### config.mk
export PLATFORM = sky130hd
export DESIGN_NAME = offset_acc
export DESIGN_NICKNAME = d
export VERILOG_FILES = /design/src/rtl/pe_pkg.sv /design/src/rtl/sat_add.sv /design/src/rtl/offset_acc.sv
export SDC_FILE = /design/constraint.sdc
export NUM_CORES = 1
export LEC_CHECK = 0
export CAP_MARGIN = 5
export CORE_UTILIZATION = 53
export CTS_CLUSTER_DIAMETER = 30
export DETAILED_ROUTE_END_ITERATION = 16
export GPL_TIMING_DRIVEN = 0
export PLACE_DENSITY = 0.93
export REMOVE_ABC_BUFFERS = 1
export SYNTH_ARGS = -nofsm -noshare
export SYNTH_HDL_FRONTEND = slang
export SYNTH_SLANG_ARGS = --single-unit
export TNS_END_PERCENT = 1
### constraint.sdc
create_clock -name clk -period 5.6 [get_ports clk]
set_input_delay 1.12 -clock clk [delete_from_list [all_inputs] [get_ports clk]]
set_output_delay 1.12 -clock clk [all_outputs]
set_load 0.005 [all_outputs]
### src/rtl/pe_pkg.sv
// Shared types for the processing-element blocks: operating modes and the
// accumulator control states.
package pe_pkg;

  // Operating mode; only LOG adds the offset operand into the sum.
  typedef enum logic [1:0] {
    GEMM = 2'b00,
    DIV  = 2'b01,
    EXP  = 2'b10,
    LOG  = 2'b11
  } mode_e;

  // Accumulator control states.
  typedef enum logic [1:0] {
    IDLE = 2'b00,
    ACC  = 2'b01,
    DONE = 2'b10
  } state_e;

endpackage

### src/rtl/sat_add.sv
// Three-operand signed saturating adder. The sum is formed two bits wider
// than the operands so no intermediate wrap can hide an overflow, then it
// is clamped back into the ACC_BW signed range.
module sat_add #(
  parameter int ACC_BW = 32
) (
  input  logic signed [ACC_BW-1:0] a,
  input  logic signed [ACC_BW-1:0] b,
  input  logic signed [ACC_BW-1:0] c,
  output logic signed [ACC_BW-1:0] sum,
  output logic                     ovf
);

  logic signed [ACC_BW+1:0] wide;
  logic        [2:0]        top;

  assign wide = (ACC_BW+2)'(a) + (ACC_BW+2)'(b) + (ACC_BW+2)'(c);
  assign top  = wide[ACC_BW+1:ACC_BW-1];

  // The wide sum fits in ACC_BW bits only when its three top bits agree;
  // otherwise clamp toward the sign of the wide result.
  always_comb begin
    ovf = !((top == 3'b000) || (top == 3'b111));
    sum = wide[ACC_BW-1:0];
    if (ovf) begin
      if (wide[ACC_BW+1]) begin
        sum = {1'b1, {(ACC_BW-1){1'b0}}};
      end else begin
        sum = {1'b0, {(ACC_BW-1){1'b1}}};
      end
    end
  end

endmodule

### src/rtl/offset_acc.sv
// Signed term accumulator with optional per-term offset (LOG mode) and
// sticky saturation. A start latches mode and length, terms are accepted
// through a valid/ready handshake, and the final sum is presented until
// the consumer takes it. A new start may be taken in the same cycle the
// previous result is consumed.
module offset_acc
  import pe_pkg::*;
#(
  parameter int MUL_BW = 16,
  parameter int ACC_BW = 32,
  parameter int CNT_BW = 8
) (
  input  logic              clk,
  input  logic              rst,
  input  logic [1:0]        gemm_uno,
  input  logic              start,
  input  logic [CNT_BW-1:0] len_i,
  input  logic              in_valid,
  output logic              in_ready,
  input  logic [MUL_BW-1:0] prod_i,
  input  logic [ACC_BW-1:0] offset_i,
  output logic [ACC_BW-1:0] acc_o,
  output logic              out_valid,
  input  logic              out_ready,
  output logic              sat_o,
  output logic              busy_o
);

  state_e              state;
  state_e              state_next;
  mode_e               mode;
  logic [CNT_BW-1:0]   remaining;
  logic [ACC_BW-1:0]   acc;
  logic                sat;

  logic                start_accept;
  logic                term_accept;
  logic                last_term;
  logic signed [ACC_BW-1:0] prod_ext;
  logic signed [ACC_BW-1:0] offset_sel;
  logic signed [ACC_BW-1:0] sum;
  logic                sum_ovf;

  assign start_accept = start && ((state == IDLE) || ((state == DONE) && out_ready));
  assign term_accept  = (state == ACC) && in_valid;
  assign last_term    = (remaining == CNT_BW'(1));

  assign prod_ext   = ACC_BW'($signed(prod_i));
  assign offset_sel = (mode == LOG) ? $signed(offset_i) : '0;

  sat_add #(
    .ACC_BW(ACC_BW)
  ) u_sat_add (
    .a  ($signed(acc)),
    .b  (prod_ext),
    .c  (offset_sel),
    .sum(sum),
    .ovf(sum_ovf)
  );

  // State register.
  always_ff @(posedge clk) begin
    if (rst) begin
      state <= IDLE;
    end else begin
      state <= state_next;
    end
  end

  // Next-state and handshake outputs; a zero-length start goes straight
  // to DONE so the consumer still sees exactly one (zero) result.
  always_comb begin
    state_next = state;
    in_ready   = 1'b0;
    out_valid  = 1'b0;
    busy_o     = (state != IDLE);
    case (state)
      IDLE: begin
        if (start) begin
          state_next = (len_i != '0) ? ACC : DONE;
        end
      end
      ACC: begin
        in_ready = 1'b1;
        if (in_valid && last_term) begin
          state_next = DONE;
        end
      end
      DONE: begin
        out_valid = 1'b1;
        if (out_ready) begin
          if (start) begin
            state_next = (len_i != '0) ? ACC : DONE;
          end else begin
            state_next = IDLE;
          end
        end
      end
      default: state_next = IDLE;
    endcase
  end

  // Datapath: clear on an accepted start, fold in each accepted term, and
  // hold everything otherwise so the DONE result stays stable.
  always_ff @(posedge clk) begin
    if (rst) begin
      acc       <= '0;
      sat       <= 1'b0;
      remaining <= '0;
      mode      <= GEMM;
    end else if (start_accept) begin
      acc       <= '0;
      sat       <= 1'b0;
      remaining <= len_i;
      mode      <= mode_e'(gemm_uno);
    end else if (term_accept) begin
      acc       <= sum;
      sat       <= sat | sum_ovf;
      remaining <= remaining - CNT_BW'(1);
    end
  end

  assign acc_o = acc;
  assign sat_o = sat;

endmodule

==> results of run 1 <==
## registers in the layout, indices dropped and copies added, names as in the netlist
name	flops
acc_o	32
remaining	8
sat_o	1
mode	2
state	2
## power by group
| group | switching (mW) | total (mW) | internal [mW] |
|---|---|---|---|
| Sequential | 0.0251 | 0.363 | 0.337 |
| Clock | 0.119 | 0.234 | 0.114 |
| Combinational | 0.215 | 0.388 | 0.172 |
## layer usage
layer,vias to the layer above,share of wire [%],global-route usage [%],wire length (µm)
met5,-,0,0,0
met4,0,0.86,5.97,104
met3,17,7.0,4.94,846
met2,203,50,49.0,5970
met1,2172,43,34.8,5120
li1,2153,-,-,-
## area by class of cell
type                            count  area share, %
Multi-Input combinational cell    471           61.7
Clock buffer                        7           1.68
Sequential cell                    45           15.7
Tap cell                          105           2.29
Clock inverter                      1          0.153
Inverter                           12          0.785
Timing Repair Buffer              100           17.7
## metrics by stage
| stage | hold slack [ns] | power [mW] | cells |
|---|---|---|---|
| after floorplan | 0.438 | 0.607 | 528 |
| after global placement | 0.438 | 0.730 | 731 |
| after detailed placement | 0.461 | 0.748 | 732 |
| after CTS | 0.483 | 0.980 | 740 |
| after global routing | 0.534 | 1.04 | 741 |
| final | 0.483 | 0.984 | 741 |
## Yosys cell counts (5+ instances only)
master | number | area, µm²
xnor2_1 | 15 | 131
a21o_1 | 11 | 82.6
nor4_1 | 6 | 37.5
nor2_1 | 38 | 143
nand2_1 | 63 | 236
o21ai_0 | 52 | 260
clkbuf_1 | 16 | 60.1
and3_1 | 34 | 213
inv_1 | 12 | 45.0
fa_1 | 33 | 661
nor2b_1 | 6 | 37.5
nand3_1 | 13 | 65.1
a21oi_2 | 34 | 298
xor2_1 | 12 | 105
dfxtp_1 | 45 | 901
ha_1 | 34 | 425
nor3_1 | 5 | 25.0
nand4_1 | 6 | 37.5
a21oi_1 | 47 | 235
## worst max-delay path, stage by stage
cell,delay (ns)
clkdlybuf4s50_1,0.45
and3_1,0.16
fa_1,0.42
ha_1,0.24
fa_1,0.42
a21oi_1,0.24
o221ai_1,0.27
a211oi_1,0.34
o21ai_2,0.17
a21oi_2,0.24
a2bb2oi_2,0.27
o21a_4,0.55
a21oi_1,0.12
## cells by family (layout without fill, tap and decap cells)
group	Yosys count	count (layout)
DFF	45	45
and+or+nand+nor	187	187
muxes	2	2
xor gates and xnor gates	27	27
adders and majority gates	67	67
AOI/OAI and AO/OA	188	188
buffers and inverters	39	120
## worst max path at each step
stage                                  to  slack [ns]            startpoint
global route        acc_o[0]$_SDFFE_PP0P_        0.45  mode[0]$_SDFFE_PP0P_
finish              acc_o[0]$_SDFFE_PP0P_        0.74           offset_i[1]
CTS                 acc_o[0]$_SDFFE_PP0P_        0.14            prod_i[15]
global placement    acc_o[0]$_SDFFE_PP0P_       -0.07            prod_i[15]
floorplan           acc_o[0]$_SDFFE_PP0P_        1.40           offset_i[1]
detailed placement  acc_o[0]$_SDFFE_PP0P_       -0.16            prod_i[15]
==> results by group, run 1 <==
Clocking
  • CTS Hold Bufs: 0
  • Post_cts resized: 0
  • H-tree Lvls: 2
  • CTS tree: done
  • Post-CTS Setup Repair Bufs: 0
  • Root Driver: clkbuf_8
  • Clk_lat worst skew: 0.30 ns
  • CTS buffer count: 5
  • Worst-path clk slew: 0.09 ns
  • CTS max path bufs: 2
  • CTS Sinks: 45

Synthesis
  • Synth async-reset ratio: 0%
  • Post-Syn Area per Cell: 8.33 µm²
  • Synth Area in XOR/XNOR: 5.12%
  • Adder-cell share of the synthesized area: 23.5%
  • Cell area after synthesis: 4620 µm²
  • Top FF cell, synth: dfxtp_1
  • YS warnings: 0
  • Mux cell area share after synthesis: 0.433%
  • Mapped Cells: 555
  • Largest family of logic cells by synthesized area: compound AO/OA/AOI/OAI gates
  • Cell variety after synth: 59
  • Sequential share of the synthesized area: 19.5%
  • Compound-Gate Fraction of Synth Area: 27.8%
  • Post-synth EDFFs: 0
  • Simple-Gate Fraction of Synth Area: 19.7%
  • #FFs+latches synth: 45

Timing
  • Tightest Pin Transition: 1.14 ns
  • Final Hold Fails: 0
  • Layout Skew: 0.00706 ns
  • Slew Viols, Final: 0
  • Final period utilization: 86.8%
  • RSZ-0062 raised after global routing: no
  • Maximum clock frequency: 206 MHz
  • Rel. slew slack: 23.7%
  • Final WS setup: 0.737 ns
  • Min cycle time layout: 4.86 ns
  • Setup TNS: 0 ns
  • Final setup fails: 0

Floorplanning
  • Die W: 95.4 µm
  • Ports: 99
  • Die height: 95.4 µm
  • Die area: 9100 µm²
  • CORE AREA: 8340 µm²
  • Site Rows: 33
  • Initial Utilization: 55.4%

Finish
  • Reg area: 901 µm²
  • Antenna diodes: 0
  • Layout cell share with drive strength beyond 1: 9.59%
  • Most frequent cells in the layout: clkdlybuf4s50_1, nand2_1, o21ai_0, a21oi_1, dfxtp_1
  • Commonest non-fill, non-tap cell in the layout: clkdlybuf4s50_1
  • # fillers: 667
  • Final Cell Area: 5740 µm²
  • Area growth syn-to-layout: 24.2%
  • Area of the multi-input gates: 3540 µm²
  • Nets: 765
  • Fin util: 68.8%

Min path
  • Hold Path Origin: remaining[5]$_SDFFE_PP0P_
  • Hold EP: remaining[5]$_SDFFE_PP0P_
  • Hold depth: 2
  • Min-delay worst type: flop to flop

GRT
  • First-pass GRT wire length: 20.2 mm
  • Remaining Overflow, GRT: 0
  • Initial antenna violation count: 0
  • Vias in the first global route: 4516
  • GRT Util Overall: 27.6%
  • Largest net degree at the start of global routing: 39

Detailed routing
  • Antenna viol nets, final: 0
  • DR iter-0 viols: 265
  • Final WL: 12.0 mm
  • Vias per inst: 6.13
  • # DRC: 0
  • Routed length per instance: 16.3 µm
  • 1st-pass router iterations: 6
  • Via Count: 4545

Critical path
  • Critical Path AT: 5.03 ns
  • Worst r2r src: mode[1]$_SDFFE_PP0P_
  • Crit Path Category: primary input to flop
  • Required time worst endpoint: 5.77 ns
  • Max Fanout on Critical Path: 31
  • Flop-to-flop setup slack: 0.77 ns
  • Worst reg2reg path depth: 12
  • Reg-to-Reg End: acc_o[0]$_SDFFE_PP0P_
  • Endpoint class of the critical path: flop
  • CP Launch Type: primary input

Placed design
  • IO buf count: 98
  • DP Area: 5610 µm²
  • Dpl ws: -0.163 ns
  • Hpwl dp: 9.02 mm
  • GP Congestion: 0.889

Outcome
  • Outcome: complete, no violations

Pwr
  • Leak: 2.46 nW
  • Worst IR Drop VDD: 0.161 mV
  • Power density over the cells: 171 nW/µm²

Flow run
  • Max-cap violations: 0
No activity file was read; power rests on OpenSTA's default activity.
==> run 2: changes to the inputs <==
==> constraint.sdc (replaced) <==
create_clock -name clk -period 5.6 [get_ports clk]
set_input_delay 1.68 -clock clk [delete_from_list [all_inputs] [get_ports clk]]
set_output_delay 1.68 -clock clk [all_outputs]
set_load 0.005 [all_outputs]
==> run 2 against run 1 <==
Combinational power is 2% higher. Maximum frequency down 9.6%. Sequential power hardly changed. Clock skew increased by 0.0043 ns. Core utilization grew 0.37 points. Worst hold slack improved by 0.0012 ns. Final cell count rose by 0.13%. Routed wire length increased by 3.1%. First-iteration DRC count is 36% higher. Sequential cell count stayed put. Critical endpoint is now acc_o[17]$_SDFFE_PP0P_.
==> results by group, run 2 (synthesis results as in run 1) <==
GRT
  • Vias in the first global route: 4516
  • GRT Util Overall: 27.6%
  • First-pass GRT wire length: 20.2 mm
  • Initial antenna violation count: 0
  • Remaining Overflow, GRT: 0
  • Largest net degree at the start of global routing: 39

Detailed routing
  • 1st-pass router iterations: 5
  • # DRC: 0
  • Via Count: 4560
  • Final WL: 12.4 mm
  • Antenna viol nets, final: 0
  • DR iter-0 viols: 361
  • Vias per inst: 6.15
  • Routed length per instance: 16.7 µm

Clocking
  • CTS tree: done
  • Post-CTS Setup Repair Bufs: 0
  • Clk_lat worst skew: 0.30 ns
  • CTS buffer count: 5
  • Root Driver: clkbuf_8
  • CTS max path bufs: 2
  • H-tree Lvls: 2
  • CTS Hold Bufs: 0
  • CTS Sinks: 45
  • Worst-path clk slew: 0.09 ns

Floorplanning
  • Die height: 95.4 µm
  • Ports: 99
  • Die W: 95.4 µm
  • Initial Utilization: 55.4%
  • Die area: 9100 µm²
  • CORE AREA: 8340 µm²
  • Site Rows: 33

Critical path
  • Crit path from: offset_i[1]
  • Max Fanout on Critical Path: 15
  • Crit Path Category: primary input to flop
  • CP Launch Type: primary input
  • Required time worst endpoint: 5.77 ns
  • Critical Path AT: 5.55 ns
  • Endpoint class of the critical path: flop
  • Flop-to-flop setup slack: 0.81 ns
  • Worst r2r src: mode[1]$_SDFFE_PP0P_

Pwr
  • Worst IR Drop VDD: 0.161 mV
  • Leak: 2.46 nW
  • Power density over the cells: 172 nW/µm²

Timing
  • Final period utilization: 96.1%
  • Final setup fails: 0
  • Min cycle time layout: 5.38 ns
  • Hold slack: 0.484 ns
  • Slew Viols, Final: 0
  • Rel. slew slack: 23.3%
  • Tightest Pin Transition: 1.15 ns
  • Maximum clock frequency: 186 MHz
  • Layout Skew: 0.0114 ns
  • RSZ-0062 raised after global routing: no
  • Final WS setup: 0.220 ns
  • Final Hold Fails: 0

Placed design
  • IO buf count: 98
  • Dpl ws: -0.723 ns
  • Hpwl dp: 9.02 mm
  • GP Congestion: 0.889
  • DP Area: 5610 µm²

Finish
  • Antenna diodes: 0
  • Max FFs per register: 32
  • Layout cell share with drive strength beyond 1: 9.89%
  • Fin util: 69.2%
  • # fillers: 661
  • Area growth syn-to-layout: 24.9%
  • Most frequent cells in the layout: clkdlybuf4s50_1, nand2_1, o21ai_0, a21oi_1, dfxtp_1
  • Final Cell Area: 5770 µm²
  • Nets: 766
  • Commonest non-fill, non-tap cell in the layout: clkdlybuf4s50_1

Min path
  • Min-delay worst type: flop to flop
  • Hold Path Origin: remaining[5]$_SDFFE_PP0P_

Outcome
  • Outcome: complete, no violations

Flow run
  • Max-cap violations: 0
==> run 2: path summary, 6_finish.rpt <==
kind	endpoint	depth (start not counted)
worst min register to register	remaining[5]$_SDFFE_PP0P_	2
worst min-delay path	remaining[5]$_SDFFE_PP0P_	2
worst max-delay path	acc_o[17]$_SDFFE_PP0P_	13
worst max register to register	acc_o[17]$_SDFFE_PP0P_	12
==> run 2: worst max-delay path, stage by stage <==
cell             delay [ns]
clkdlybuf4s50_1        0.45
and3_1                 0.16
fa_1                   0.42
ha_1                   0.24
fa_1                   0.41
a21oi_1                0.23
o221ai_1               0.29
a211oi_2               0.30
o21ai_2                0.15
a21oi_2                0.28
a2bb2oi_4              0.26
o21a_2                 0.55
a21oi_2                0.10
==> run 2: stage by stage <==
stage                     instances  TNS [ns]  power [mW]
final                           742         0       0.991
after global routing            742         0        1.05
after CTS                       740         0       0.979
after detailed placement        732    -21.91       0.748
after global placement          731    -19.05       0.730
after floorplan                 528         0       0.607
==> run 2: final cells by class <==
| type | instances | area [µm²] | area share [%] |
|---|---|---|---|
| multi-input combinational | 472 | 3560 | 61.8 |
| sequential | 45 | 901 | 15.6 |
| clock inverter | 1 | 8.76 | 0.152 |
| clock buffer | 7 | 96.3 | 1.67 |
| tap | 105 | 131 | 2.28 |
| inverter | 12 | 45.0 | 0.781 |
| timing repair buffer | 100 | 1020 | 17.8 |
==> run 2: repair_timing <==
item | in CTS | in global routing
cloned | 0 | 1
setup endpoints to repair | 32 | 31
pin swaps | 0 | 1
resized for setup | 3 | 2
==> run 2: power breakdown <==
part | switching [mW] | leakage [nW] | internal [mW]
sequential | 0.0252 | 0.367 | 0.337
clock | 0.120 | 0.0549 | 0.114
combinational | 0.220 | 2.04 | 0.174
total | 0.365 | 2.46 | 0.626
==> run 2: routing by layer <==
metal	routed length, µm	global-route usage, %	up-vias
met3	919	4.94	22
met5	0	0	-
met2	6090	49.0	190
li1	-	-	2158
met4	187	5.97	0
met1	5220	34.8	2190
